**src/rtl/vga_timing_pkg.sv**
```systemverilog
// Shared 640x480@60 phase lengths, totals and the phase enum used by
// both the horizontal and vertical raster state machines.
package vga_timing_pkg;

  localparam int VGA_H_ACTIVE = 640;
  localparam int VGA_H_FP     = 16;
  localparam int VGA_H_SYNC   = 96;
  localparam int VGA_H_BP     = 48;
  localparam int VGA_V_ACTIVE = 480;
  localparam int VGA_V_FP     = 10;
  localparam int VGA_V_SYNC   = 2;
  localparam int VGA_V_BP     = 33;

  localparam int H_TOTAL = VGA_H_ACTIVE + VGA_H_FP + VGA_H_SYNC + VGA_H_BP;
  localparam int V_TOTAL = VGA_V_ACTIVE + VGA_V_FP + VGA_V_SYNC + VGA_V_BP;

  typedef enum logic [1:0] {
    ACT  = 2'd0,
    FP   = 2'd1,
    SYNC = 2'd2,
    BP   = 2'd3
  } phase_e;

  // Last in-phase count value of phase p, given the four phase lengths.
  function automatic logic [9:0] phase_last(input phase_e p, input int act,
                                            input int fp, input int sync,
                                            input int bp);
    int len_v;
    case (p)
      ACT:     len_v = act;
      FP:      len_v = fp;
      SYNC:    len_v = sync;
      BP:      len_v = bp;
      default: len_v = act;
    endcase
    return 10'(len_v - 1);
  endfunction

  function automatic phase_e phase_succ(input phase_e p);
    phase_e n_v;
    case (p)
      ACT:     n_v = FP;
      FP:      n_v = SYNC;
      SYNC:    n_v = BP;
      BP:      n_v = ACT;
      default: n_v = ACT;
    endcase
    return n_v;
  endfunction

endpackage

```
**src/rtl/vga_pix_en.sv**
```systemverilog
// Pixel-rate divider: PIX_EN is high in the last CLK of every CLK_DIV-cycle
// pixel slot, and forced low while RST is held.
module vga_pix_en #(
  parameter int CLK_DIV = 2
) (
  input  logic CLK,
  input  logic RST,
  output logic PIX_EN
);

  localparam int DW = (CLK_DIV > 1) ? $clog2(CLK_DIV) : 1;
  localparam logic [DW-1:0] DIV_LAST = DW'(CLK_DIV - 1);

  logic [DW-1:0] div_r;

  // Free-running pixel-slot counter, wraps at CLK_DIV-1.
  always_ff @(posedge CLK or posedge RST) begin
    if (RST) begin
      div_r <= '0;
    end else if (div_r == DIV_LAST) begin
      div_r <= '0;
    end else begin
      div_r <= div_r + DW'(1);
    end
  end

  // Gating with RST keeps the CLK_DIV = 1 case quiet during reset.
  assign PIX_EN = ~RST & (div_r == DIV_LAST);

endmodule

```
**src/rtl/vga_timing_gen.sv**
```systemverilog
// Raster timing generator: horizontal/vertical phase FSMs, pixel counters and
// registered sync/blanking outputs, all advancing on the PIX_EN strobe.
module vga_timing_gen
  import vga_timing_pkg::*;
#(
  parameter int CLK_DIV  = 2,
  parameter int H_ACTIVE = VGA_H_ACTIVE,
  parameter int H_FP     = VGA_H_FP,
  parameter int H_SYNC   = VGA_H_SYNC,
  parameter int H_BP     = VGA_H_BP,
  parameter int V_ACTIVE = VGA_V_ACTIVE,
  parameter int V_FP     = VGA_V_FP,
  parameter int V_SYNC   = VGA_V_SYNC,
  parameter int V_BP     = VGA_V_BP
) (
  input  logic       CLK,
  input  logic       RST,
  output logic       PIX_EN,
  output logic [9:0] X,
  output logic [9:0] Y,
  output logic       HS,
  output logic       VS,
  output logic       VIDEO_ON,
  output logic       LINE_START,
  output logic       FRAME_START
);

  localparam int H_TOT = H_ACTIVE + H_FP + H_SYNC + H_BP;
  localparam int V_TOT = V_ACTIVE + V_FP + V_SYNC + V_BP;
  localparam logic [9:0] H_LAST = 10'(H_TOT - 1);
  localparam logic [9:0] V_LAST = 10'(V_TOT - 1);

  generate
    if (H_TOT > 1024 || V_TOT > 1024) begin : g_total_check
      $error("vga_timing_gen: H/V totals must fit the 10-bit counters");
    end
  endgenerate

  logic       pix_en_s;
  logic       line_adv_s;
  phase_e     h_state_r, h_state_s, v_state_r, v_state_s;
  logic [9:0] h_cnt_r, h_cnt_s, v_cnt_r, v_cnt_s;
  logic [9:0] x_r, x_s, y_r, y_s;
  logic       hs_r, vs_r, video_on_r;

  vga_pix_en #(.CLK_DIV(CLK_DIV)) u_pix_en (
    .CLK    (CLK),
    .RST    (RST),
    .PIX_EN (pix_en_s)
  );

  assign line_adv_s = pix_en_s & (x_r == H_LAST);

  // Horizontal phase FSM next state and column counter.
  always_comb begin
    h_state_s = h_state_r;
    h_cnt_s   = h_cnt_r;
    x_s       = x_r;
    if (pix_en_s) begin
      x_s = (x_r == H_LAST) ? 10'd0 : x_r + 10'd1;
      if (h_cnt_r == phase_last(h_state_r, H_ACTIVE, H_FP, H_SYNC, H_BP)) begin
        h_state_s = phase_succ(h_state_r);
        h_cnt_s   = 10'd0;
      end else begin
        h_cnt_s   = h_cnt_r + 10'd1;
      end
    end else begin
      x_s = x_r;
    end
  end

  // Vertical phase FSM next state and line counter, stepping once per line.
  always_comb begin
    v_state_s = v_state_r;
    v_cnt_s   = v_cnt_r;
    y_s       = y_r;
    if (line_adv_s) begin
      y_s = (y_r == V_LAST) ? 10'd0 : y_r + 10'd1;
      if (v_cnt_r == phase_last(v_state_r, V_ACTIVE, V_FP, V_SYNC, V_BP)) begin
        v_state_s = phase_succ(v_state_r);
        v_cnt_s   = 10'd0;
      end else begin
        v_cnt_s   = v_cnt_r + 10'd1;
      end
    end else begin
      y_s = y_r;
    end
  end

  // State, counters and sync/blank outputs; outputs come from next state so
  // they change on the same edge as X/Y.
  always_ff @(posedge CLK or posedge RST) begin
    if (RST) begin
      h_state_r  <= ACT;
      v_state_r  <= ACT;
      h_cnt_r    <= 10'd0;
      v_cnt_r    <= 10'd0;
      x_r        <= 10'd0;
      y_r        <= 10'd0;
      hs_r       <= 1'b1;
      vs_r       <= 1'b1;
      video_on_r <= 1'b1;
    end else begin
      h_state_r  <= h_state_s;
      v_state_r  <= v_state_s;
      h_cnt_r    <= h_cnt_s;
      v_cnt_r    <= v_cnt_s;
      x_r        <= x_s;
      y_r        <= y_s;
      hs_r       <= (h_state_s != SYNC);
      vs_r       <= (v_state_s != SYNC);
      video_on_r <= (h_state_s == ACT) && (v_state_s == ACT);
    end
  end

  assign PIX_EN      = pix_en_s;
  assign X           = x_r;
  assign Y           = y_r;
  assign HS          = hs_r;
  assign VS          = vs_r;
  assign VIDEO_ON    = video_on_r;
  assign LINE_START  = line_adv_s;
  assign FRAME_START = line_adv_s & (y_r == V_LAST);

endmodule
```
**config.mk**
```make
export PLATFORM = sky130hd
export DESIGN_NAME = vga_timing_gen
export DESIGN_NICKNAME = d
export VERILOG_FILES = /design/src/rtl/vga_timing_pkg.sv /design/src/rtl/vga_pix_en.sv /design/src/rtl/vga_timing_gen.sv
export SDC_FILE = /design/constraint.sdc
export NUM_CORES = 1
export LEC_CHECK = 0
export CAP_MARGIN = 10
export CORE_AREA = 2 2 98 100
export CTS_CLUSTER_SIZE = 25
export DETAILED_ROUTE_END_ITERATION = 8
export DIE_AREA = 0 0 100 102
export PLACE_DENSITY_LB_ADDON = 0.3
export REMOVE_ABC_BUFFERS = 1
export SYNTH_ARGS = -nofsm -noshare
export SYNTH_HDL_FRONTEND = slang
export SYNTH_SLANG_ARGS = --single-unit
```
**constraint.sdc**
```tcl
create_clock -name CLK -period 2.8 [get_ports CLK]
set_input_delay 0.28 -clock CLK [delete_from_list [all_inputs] [get_ports CLK]]
set_output_delay 0.28 -clock CLK [all_outputs]
set_load 0.05 [all_outputs]
```
==> run summary, run 1 <==
======================================================================================
Post-Synthesis Cell Area                                                    2670 sq um
Peak fanout along the critical path                                                 12
Clock slew at the register clock pins of the worst setup and hold paths          90 ps
Slowest CP cell                                                                  or4_4
Number of cells on the critical path                                                 6
Number of placement rows                                                            35
Reported leakage power                                                         1.44 nW
Initial antenna violation count                                                      0
Met1 Wirelength                                                                2510 um
Class of the most critical hold timing path                               primary input to async pin
Post-route cell area                                                        3190 sq um
Synth warnings                                                                       0
Count of different cell masters after synthesis                                     46
Antenna diode instance count                                                         0
Iteration-0 DRC Markers                                                             88
Arrival time of data at the critical path endpoint                             2090 ps
Overall routing resource usage                                                   11.1%
Number of clock buffers inserted by TritonCTS                                        5
Count of cells along the worst register-to-register path                             8
Number of global-route vias before repair                                         1914
DIE AREA                                                                   10200 sq um
Maximum number of pins on one net before global-route repair                        29
Buffer count from post-CTS setup fixing                                              0
WL met2                                                                        2320 um
Routability cong.                                                                0.804
Wire length after detailed routing                                             5050 um
Category of the critical setup timing path                                register to output port
Placement-stage worst setup slack                                               365 ps
Final worst path period share                                                    84.7%
TritonCTS clock tree                                                              done
H-Tree Depth                                                                         2
Top-level I/O count                                                                 28
Proportion of synthesized chip area in sequential cells                          45.2%
Required time of the critical path                                             2520 ps
Worst vdd rail ir drop                                                        0.463 mV
Final TNS setup                                                                   0 ps
Setup crit end kind                                                        output port
Share of the core filled with cells                                              35.1%
Drt wl/cell                                                                    12.1 um
Number of flops mapped to enable cells by yosys                                      0
Average cell area after synthesis                                           9.73 sq um
Count of final hold-check violations                                                 0
First-pass GRT wire length                                                     9180 um
Starting utilization of the core area                                            29.3%
Unrepaired setup endpoints after global routing                                  false
Number of flip-flops and latches in the synthesized netlist                         48
Router iterations before antenna repair                                              4
Share of flip-flops with an asynchronous set or reset                             100%
Number of nets at the end of the flow                                              326
Number of max-cap violations                                                         0
Outcome                                                                   complete, no violations
Synth-to-layout area growth                                                      19.8%
Root buffer cell                                                              clkbuf_8
Sink Count                                                                          48
Vertical extent of the die                                                      102 um
Highest metal used                                                                met4
I/O Buffers                                                                         27
Cells resized by post-CTS repair                                                     0
Residual DRC                                                                         0
Largest stage delay on the critical path                                        600 ps
Count of filler cells inserted in the layout                                       925
Share of layout cells above drive strength 1                                     9.42%
Largest delay share family, worst path                                    simple AND/OR/NAND/NOR gates
Drt via density                                                                   4.64
Most common library cell in the layout ignoring fill and taps                  dfrtp_1
Minimum period implied by the final worst setup slack                          2370 ps
Floorplan core area                                                         9110 sq um
Setup WS post-layout                                                            429 ps
Total length of routed met3 wires                                               164 um
Clock network latency to the later pin of the worst-skew pair                   300 ps
Die Wd                                                                          100 um
Finish-stage setup viols                                                             0
Synthesized instance count                                                         274
Global-route congestion overflow total                                               0
Worst Setup SP                                                                    X[0]
Worst hold margin                                                               413 ps
Bufs on Longest Clock Path                                                           2
Max Transition Viols Final                                                           0
DRT antenna net count                                                                0
DPL Wire Length                                                                3680 um
Count of buffering cells on the critical path with inverters included                2
Worst max-slew margin expressed relative to the limit                            59.0%
Power per Cell Area                                                        548 nW/um^2
Transition time of the tightest slew-check pin                                  614 ps
Kind of start point of the critical path                                      register
Cell area reported after detailed placement                                 3100 sq um
Most common flop cell mapped by yosys                                          dfrtp_1
Detailed-route via count                                                          1944
Max Clock Freq                                                                 422 MHz
Most used cells in the layout excluding fill and tap cells                dfrtp_1 (45), nor2_1 (29), nand2_1 (26)
Chain of cells forming the critical path                                  ha_1, nand2_1, or4_4, inv_4, and2_1, buf_12
Source of the worst register-to-register timing path                      v_state_r[0]
CTS hold repair buffers                                                              0
Worst clock skew on the final layout                                           5.72 ps
======================================================================================
==> synthesized netlist by cell type, types with 5 or more instances <==
cell	n	area share [%]
xnor2_1	14	4.6
o21ai_0	15	2.8
xor2_1	18	5.9
nand3_1	16	3.0
or3_1	7	1.6
inv_1	14	2.0
nand2_1	26	3.7
ha_1	17	8.0
nor3_1	11	2.1
dfrtp_1	45	42
nor2_1	29	4.1
and3_1	5	1.2
nand4_1	5	1.2
==> where the power goes <==
group | switching (mW) | internal [mW]
logic | 0.283 | 0.176
registers | 0.0932 | 0.767
clock network | 0.230 | 0.201
==> path summary, 6_finish.rpt <==
check	end	slack [ps]
max	FRAME_START	430
min	u_pix_en.div_r	410
max reg2reg	VIDEO_ON	530
min reg2reg	u_pix_en.div_r	500
max in group asynchronous	VS	1770
min in group CLK	u_pix_en.div_r	500
==> metal layers <==
metal	GRT usage, %	up-vias
li1	-	996
met5	0	-
met3	2.60	6
met4	2.85	0
met1	15.5	921
met2	17.3	21
==> worst reg2reg max path: stages (launching register included) <==
cell,delay (ps)
dfrtp_1,450
inv_1,130
ha_1,260
or3_1,370
a211oi_1,300
and4b_1,260
buf_4,200
nand2_2,70
a22oi_2,170
==> kinds of logic after synthesis <==
| group | Yosys count | share of synthesized area [%] |
|---|---|---|
| muxes | 2 | 0.751 |
| buffers and inverters | 22 | 4.22 |
| DFF | 48 | 45.2 |
| and+or+nand+nor | 122 | 23.7 |
| xor gates and xnor gates | 33 | 11.4 |
| AOI/OAI and AO/OA | 30 | 6.80 |
| adders and majority gates | 17 | 7.98 |
==> registers in the layout, summed over array words and instances, names as in the netlist, 2 cells and up <==
name       cells
X             10
Y             10
h_cnt_r       10
v_cnt_r       10
h_state_r      2
v_state_r      2
==> stage by stage <==
step / cells / total power, mW
after detailed placement: 411 / 1.33
after global placement: 411 / 1.33
after global routing: 419 / 1.87
after CTS: 419 / 1.78
final: 419 / 1.75
after floorplan: 267 / 1.19
==> final cells by class <==
type	instances	area (sq um)	area share, %
well taps	111	139	4.35
flip-flops and latches	48	1200	37.7
multi-input cells	204	1350	42.2
clock inverters	1	7.51	0.235
clock buffers	7	86.3	2.70
inverters	15	58.8	1.84
repair buffers	33	348	10.9
Power figures use the tool's default switching activity.
==> run 2, diff against run 1 <==
==> constraint.sdc (replaced) <==
create_clock -name CLK -period 2.25 [get_ports CLK]
set_input_delay 0.225 -clock CLK [delete_from_list [all_inputs] [get_ports CLK]]
set_output_delay 0.225 -clock CLK [all_outputs]
set_load 0.05 [all_outputs]
==> run 2 against run 1 <==
Sequential power increased by 22%; sequential share of layout area down 1.5 points; critical path depth did not move; first-iteration DRC count rose by 9.1%; die area stayed put; routed wire length rose by 2.7%; via count grew 3.3%; worst hold slack worse by 25 ps; register-to-register slack worse by 350 ps; cell area increased by 4.3%.
==> run summary, run 2 (synthesis gave the netlist of run 1 again) <==
======================================================================================
Outcome                                                                   complete, no violations   unchanged
Most used cells in the layout excluding fill and tap cells                dfrtp_1 (43), nor2_1 (29), nand2_1 (26)   was dfrtp_1 (45), nor2_1 (29), nand2_1 (26)
Placement-stage worst setup slack                                              41.6 ps   was 365 ps
Setup WS post-layout                                                            130 ps   was 429 ps
Final worst path period share                                                    94.2%
Final TNS setup                                                                   0 ps   unchanged
First-pass GRT wire length                                                     9490 um   was 9180 um
Synth-to-layout area growth                                                      25.0%   was 19.8%
Sink Count                                                                          48   unchanged
Wire length after detailed routing                                             5190 um   was 5050 um
Share of the core filled with cells                                              36.6%   was 35.1%
Drt via density                                                                   4.62   was 4.64
Residual DRC                                                                         0   unchanged
DIE AREA                                                                   10200 sq um   unchanged
Power per Cell Area                                                        671 nW/um^2   was 548 nW/um^2
Overall routing resource usage                                                   11.4%   was 11.1%
Unrepaired setup endpoints after global routing                                  false   unchanged
Setup crit end kind                                                        output port   unchanged
Number of placement rows                                                            35   unchanged
Cell area reported after detailed placement                                 3210 sq um   was 3100 sq um
Detailed-route via count                                                          2008   was 1944
Iteration-0 DRC Markers                                                             96   was 88
Chain of cells forming the critical path                                  ha_1, nand2_1, or4_4, inv_4, and2_4, buf_12   was ha_1, nand2_1, or4_4, inv_4, and2_1, buf_12
Max Clock Freq                                                                 472 MHz
Reported leakage power                                                         1.52 nW   was 1.44 nW
Floorplan core area                                                         9110 sq um   unchanged
Vertical extent of the die                                                      102 um   unchanged
Arrival time of data at the critical path endpoint                             1900 ps   was 2090 ps
Drt wl/cell                                                                    11.9 um   was 12.1 um
Final Power                                                                    2.23 mW   was 1.75 mW
Class of the most critical hold timing path                               primary input to async pin   unchanged
Clock network latency to the later pin of the worst-skew pair                   300 ps   about the same
Number of instances in the placed design                                           424   was 411
Clock slew at the register clock pins of the worst setup and hold paths          90 ps   about the same
TritonCTS clock tree                                                              done   unchanged
Slowest CP cell                                                                  or4_4   unchanged
Starting utilization of the core area                                            29.3%   unchanged
Router iterations before antenna repair                                              4   unchanged
Routability cong.                                                                0.806   was 0.804
Worst hold margin                                                               389 ps   was 413 ps
Worst max-slew margin expressed relative to the limit                            65.1%   was 59.0%
Die Wd                                                                          100 um   unchanged
Final Non-Filler Cells                                                             435   was 419
Worst vdd rail ir drop                                                        0.535 mV   was 0.463 mV
Transition time of the tightest slew-check pin                                  521 ps   was 614 ps
Worst clock skew on the final layout                                           7.81 ps   was 5.72 ps
Number of max-cap violations                                                         0   unchanged
DPL Wire Length                                                                3860 um   was 3680 um
Antenna diode instance count                                                         0   unchanged
DRT antenna net count                                                                0   unchanged
Number of nets at the end of the flow                                              342   was 326
CTS hold repair buffers                                                              0   unchanged
Minimum period implied by the final worst setup slack                          2120 ps
Required time of the critical path                                             2030 ps   was 2520 ps
Max Transition Viols Final                                                           0   unchanged
Share of layout cells above drive strength 1                                     15.7%   was 9.42%
Post-route cell area                                                        3330 sq um   was 3190 sq um
Initial antenna violation count                                                      0   unchanged
Largest stage delay on the critical path                                        530 ps   was 600 ps
Top-level I/O count                                                                 28   unchanged
Count of final hold-check violations                                                 0   unchanged
Global-route congestion overflow total                                               0   unchanged
H-Tree Depth                                                                         2   unchanged
Root buffer cell                                                              clkbuf_8   unchanged
Peak fanout along the critical path                                                  9   was 12
Maximum number of pins on one net before global-route repair                        31   was 29
Finish-stage setup viols                                                             0   unchanged
Bufs on Longest Clock Path                                                           2   unchanged
Number of global-route vias before repair                                         2071   was 1914
Most common library cell in the layout ignoring fill and taps                  dfrtp_1   unchanged
Kind of start point of the critical path                                      register   unchanged
I/O Buffers                                                                         27   unchanged
Category of the critical setup timing path                                register to output port   unchanged
Number of clock buffers inserted by TritonCTS                                        5   unchanged
======================================================================================
run 2: cell count changes in the layout (fill, tap and decap cells not counted), sizes merged:
cell           change
buf               +17
clkdlybuf4s50      -1
run 2: cell type report:
| type | count | area [sq um] |
|---|---|---|
| sequential | 48 | 1210 |
| clock buffer | 7 | 86.3 |
| tap | 111 | 139 |
| multi-input combinational | 204 | 1360 |
| inverter | 15 | 58.8 |
| clock inverter | 1 | 7.51 |
| fill | 911 | 5780 |
| timing repair buffer | 49 | 478 |
run 2: repair_timing:
item / CTS / global route
resized for setup: 0 / 5
setup endpoints to repair: 0 / 4
setup buffers: 0 / 3
run 2: routing by layer:
metal / routed length, um / global-route usage [%]
met1: 2520 / 15.4
met2: 2430 / 18.5
met3: 175 / 2.46
met4: 66 / 3.48
met5: 0 / 0
run 2: worst paths after layout:
check,slack (ps),from,cells after the start,to
max,130,X[1],6,FRAME_START
min,390,RST,3,u_pix_en.div_r
max reg2reg,180,v_state_r[1],8,VIDEO_ON
min reg2reg,500,u_pix_en.div_r,1,u_pix_en.div_r
max in group asynchronous,1270,RST,4,VS
min in group CLK,500,u_pix_en.div_r,1,u_pix_en.div_r
run 2: critical path: cells and delay by family, from the launching register on:
family	cells	cell delay [ps]
fa+ha+maj	1	200
buf+inv	2	250
flops	1	390
simple gates	3	760
run 2: report_power, final:
group,internal (mW),total [mW],switching (mW),leakage (nW)
sequential,0.957,1.05,0.0971,0.595
clock,0.250,0.530,0.280,0.0445
combinational,0.264,0.651,0.387,0.877
total,1.47,2.23,0.764,1.52
==> run 3, diff against run 2 <==
==> constraint.sdc (replaced) <==
create_clock -name CLK -period 2.25 [get_ports CLK]
set_input_delay 0.45 -clock CLK [delete_from_list [all_inputs] [get_ports CLK]]
set_output_delay 0.45 -clock CLK [all_outputs]
set_load 0.05 [all_outputs]
==> run 3 against run 2 <==
The flow now finishes with violations (negative setup slack); critical path depth is the same; first-iteration DRC count shrank 26%; via count grew 3.3%; sequential share of layout area shrank 1.3 points; register-to-register slack lost 40 ps; cell area grew 3.8%; critical endpoint unchanged.
==> run summary, run 3 (synthesis gave the netlist of run 1 again) <==
======================================================================================
Outcome                                                                   finished, violations left   was complete, no violations
Failing checks                                                            negative setup slack
Class of the most critical hold timing path                               primary input to async pin   unchanged
Max Clock Freq                                                                 441 MHz   was 472 MHz
Share of the core filled with cells                                              38.0%   was 36.6%
Category of the critical setup timing path                                register to output port   unchanged
Final TNS setup                                                               -17.7 ps   was 0 ps
First-pass GRT wire length                                                     9330 um   was 9490 um
Die Wd                                                                          100 um   unchanged
Initial antenna violation count                                                      0   unchanged
Most used cells in the layout excluding fill and tap cells                dfrtp_1 (44), buf_4 (32), nor2_1 (29)   was dfrtp_1 (43), nor2_1 (29), nand2_1 (26)
I/O Buffers                                                                         27   unchanged
Vertical extent of the die                                                      102 um   unchanged
Count of final hold-check violations                                                 0   unchanged
Number of max-cap violations                                                         0   unchanged
Required time of the critical path                                             1800 ps   was 2030 ps
Kind of start point of the critical path                                      register   unchanged
Drt wl/cell                                                                    12.2 um   was 11.9 um
Routability cong.                                                                0.781   was 0.806
Worst max-slew margin expressed relative to the limit                            65.3%   was 65.1%
Top-level I/O count                                                                 28   unchanged
Setup WS post-layout                                                          -17.7 ps   was 130 ps
Setup crit end kind                                                        output port   unchanged
Number of clock buffers inserted by TritonCTS                                        5   unchanged
Highest metal used                                                                met4   unchanged
Clock slew at the register clock pins of the worst setup and hold paths         100 ps   was 90 ps
Floorplan core area                                                         9110 sq um   unchanged
Maximum number of pins on one net before global-route repair                        28   was 31
TritonCTS clock tree                                                              done   unchanged
Minimum period implied by the final worst setup slack                          2270 ps   was 2120 ps
Placement-stage worst setup slack                                              -239 ps   was 41.6 ps
Max Transition Viols Final                                                           0   unchanged
Peak fanout along the critical path                                                  3   was 9
Power per Cell Area                                                        663 nW/um^2   was 671 nW/um^2
Arrival time of data at the critical path endpoint                             1820 ps   was 1900 ps
Residual DRC                                                                         0   unchanged
Largest delay share family, worst path                                    simple AND/OR/NAND/NOR gates   unchanged
Global-route congestion overflow total                                               0   unchanged
Unrepaired setup endpoints after global routing                                   true   was false
CTS hold repair buffers                                                              0   unchanged
WL met2                                                                        2480 um   was 2430 um
Detailed-route via count                                                          2074   was 2008
Largest stage delay on the critical path                                        540 ps   was 530 ps
Share of layout cells above drive strength 1                                     20.2%   was 15.7%
Bufs on Longest Clock Path                                                           2   unchanged
Number of placement rows                                                            35   unchanged
Sink Count                                                                          48   unchanged
Worst clock skew on the final layout                                           8.44 ps   was 7.81 ps
Worst vdd rail ir drop                                                        0.517 mV   was 0.535 mV
Synth-to-layout area growth                                                      29.7%   was 25.0%
DIE AREA                                                                   10200 sq um   unchanged
H-Tree Depth                                                                         2   unchanged
Slowest CP cell                                                                  or4_4   unchanged
Reported leakage power                                                         1.59 nW   was 1.52 nW
Number of global-route vias before repair                                         2011   was 2071
Root buffer cell                                                              clkbuf_8   unchanged
Cell area reported after detailed placement                                 3260 sq um   was 3210 sq um
DRT antenna net count                                                                0   unchanged
Starting utilization of the core area                                            29.3%   unchanged
Post-route cell area                                                        3460 sq um   was 3330 sq um
Count of buffering cells on the critical path with inverters included                2   unchanged
Transition time of the tightest slew-check pin                                  519 ps   was 521 ps
Number of nets at the end of the flow                                              354   was 342
Drt via density                                                                   4.64   was 4.62
Overall routing resource usage                                                   11.3%   was 11.4%
Chain of cells forming the critical path                                  ha_2, nand2_2, or4_4, inv_4, and2_4, buf_12   was ha_1, nand2_1, or4_4, inv_4, and2_4, buf_12
Clock network latency to the later pin of the worst-skew pair                   300 ps   about the same
Antenna diode instance count                                                         0   unchanged
Met1 Wirelength                                                                2740 um   was 2520 um
DPL Wire Length                                                                4010 um   was 3860 um
Most common library cell in the layout ignoring fill and taps                  dfrtp_1   unchanged
Final worst path period share                                                     101%   was 94.2%
Iteration-0 DRC Markers                                                             71   was 96
Finish-stage setup viols                                                             1   was 0
Wire length after detailed routing                                             5440 um   was 5190 um
Router iterations before antenna repair                                              4   unchanged
Total length of routed met3 wires                                               162 um   was 175 um
======================================================================================
run 3: changes by cell type in the layout (fill, tap and decap cells not counted), sizes merged:
cell           change
clkinvlp           -1
buf               +12
clkdlybuf4s50      -1
clkinv             +1
inv                +1
dlygate4sd2        +1
clkbuf             -1
run 3: cell type report:
cell class	instances	area [sq um]
Clock inverter	2	13.8
Inverter	15	58.8
Clock buffer	6	82.6
Sequential cell	48	1210
Fill cell	928	5650
Tap cell	111	139
Multi-Input combinational cell	204	1390
Timing Repair Buffer	61	571
run 3: metal layers:
| layer | GRT usage [%] | vias to the layer above |
|---|---|---|
| met5 | 0 | - |
| li1 | - | 1042 |
| met4 | 3.48 | 0 |
| met3 | 2.33 | 4 |
| met1 | 15.5 | 1005 |
| met2 | 18.2 | 23 |
run 3: power breakdown:
part | internal (mW) | leakage [nW] | switching, mW
sequential | 0.955 | 0.597 | 0.0995
clock | 0.252 | 0.0516 | 0.306
combinational | 0.288 | 0.939 | 0.392
total | 1.49 | 1.59 | 0.797
run 3: final timing paths:
check	end	startpoint	cells past startpoint	slack [ps]
min reg2reg	h_cnt_r[2]	h_cnt_r[2]	1	510
max	FRAME_START	X[0]	6	-20
max reg2reg	VIDEO_ON	v_state_r[0]	8	140
min	v_cnt_r[6]	RST	4	440
min in group CLK	h_cnt_r[2]	h_cnt_r[2]	1	510
max in group asynchronous	Y[1]	RST	4	1470
run 3: timing repair:
action                                  4_1_cts  5_1_grt
resized for setup                             4        7
cloned                                        0        0
pin swaps                                     3        2
endpoints found under the setup margin        2        6
setup buffers                                 4        4
run 3: worst register-to-register path: stages, from the launching register on:
cell,delay (ps)
dfrtp_1,390
buf_4,160
ha_1,200
xor2_1,170
mux2i_1,250
and4b_1,250
buf_12,150
or3_1,320
a22oi_2,160
run 3: stage by stage:
| stage | total power, mW | std cells | hold WS (ps) |
|---|---|---|---|
| after global placement | 1.69 | 431 | 482 |
| after detailed placement | 1.71 | 431 | 490 |
| after CTS | 2.30 | 443 | 450 |
| final | 2.29 | 447 | 442 |
| after global routing | 2.44 | 447 | 481 |
| after floorplan | 1.48 | 267 | 465 |
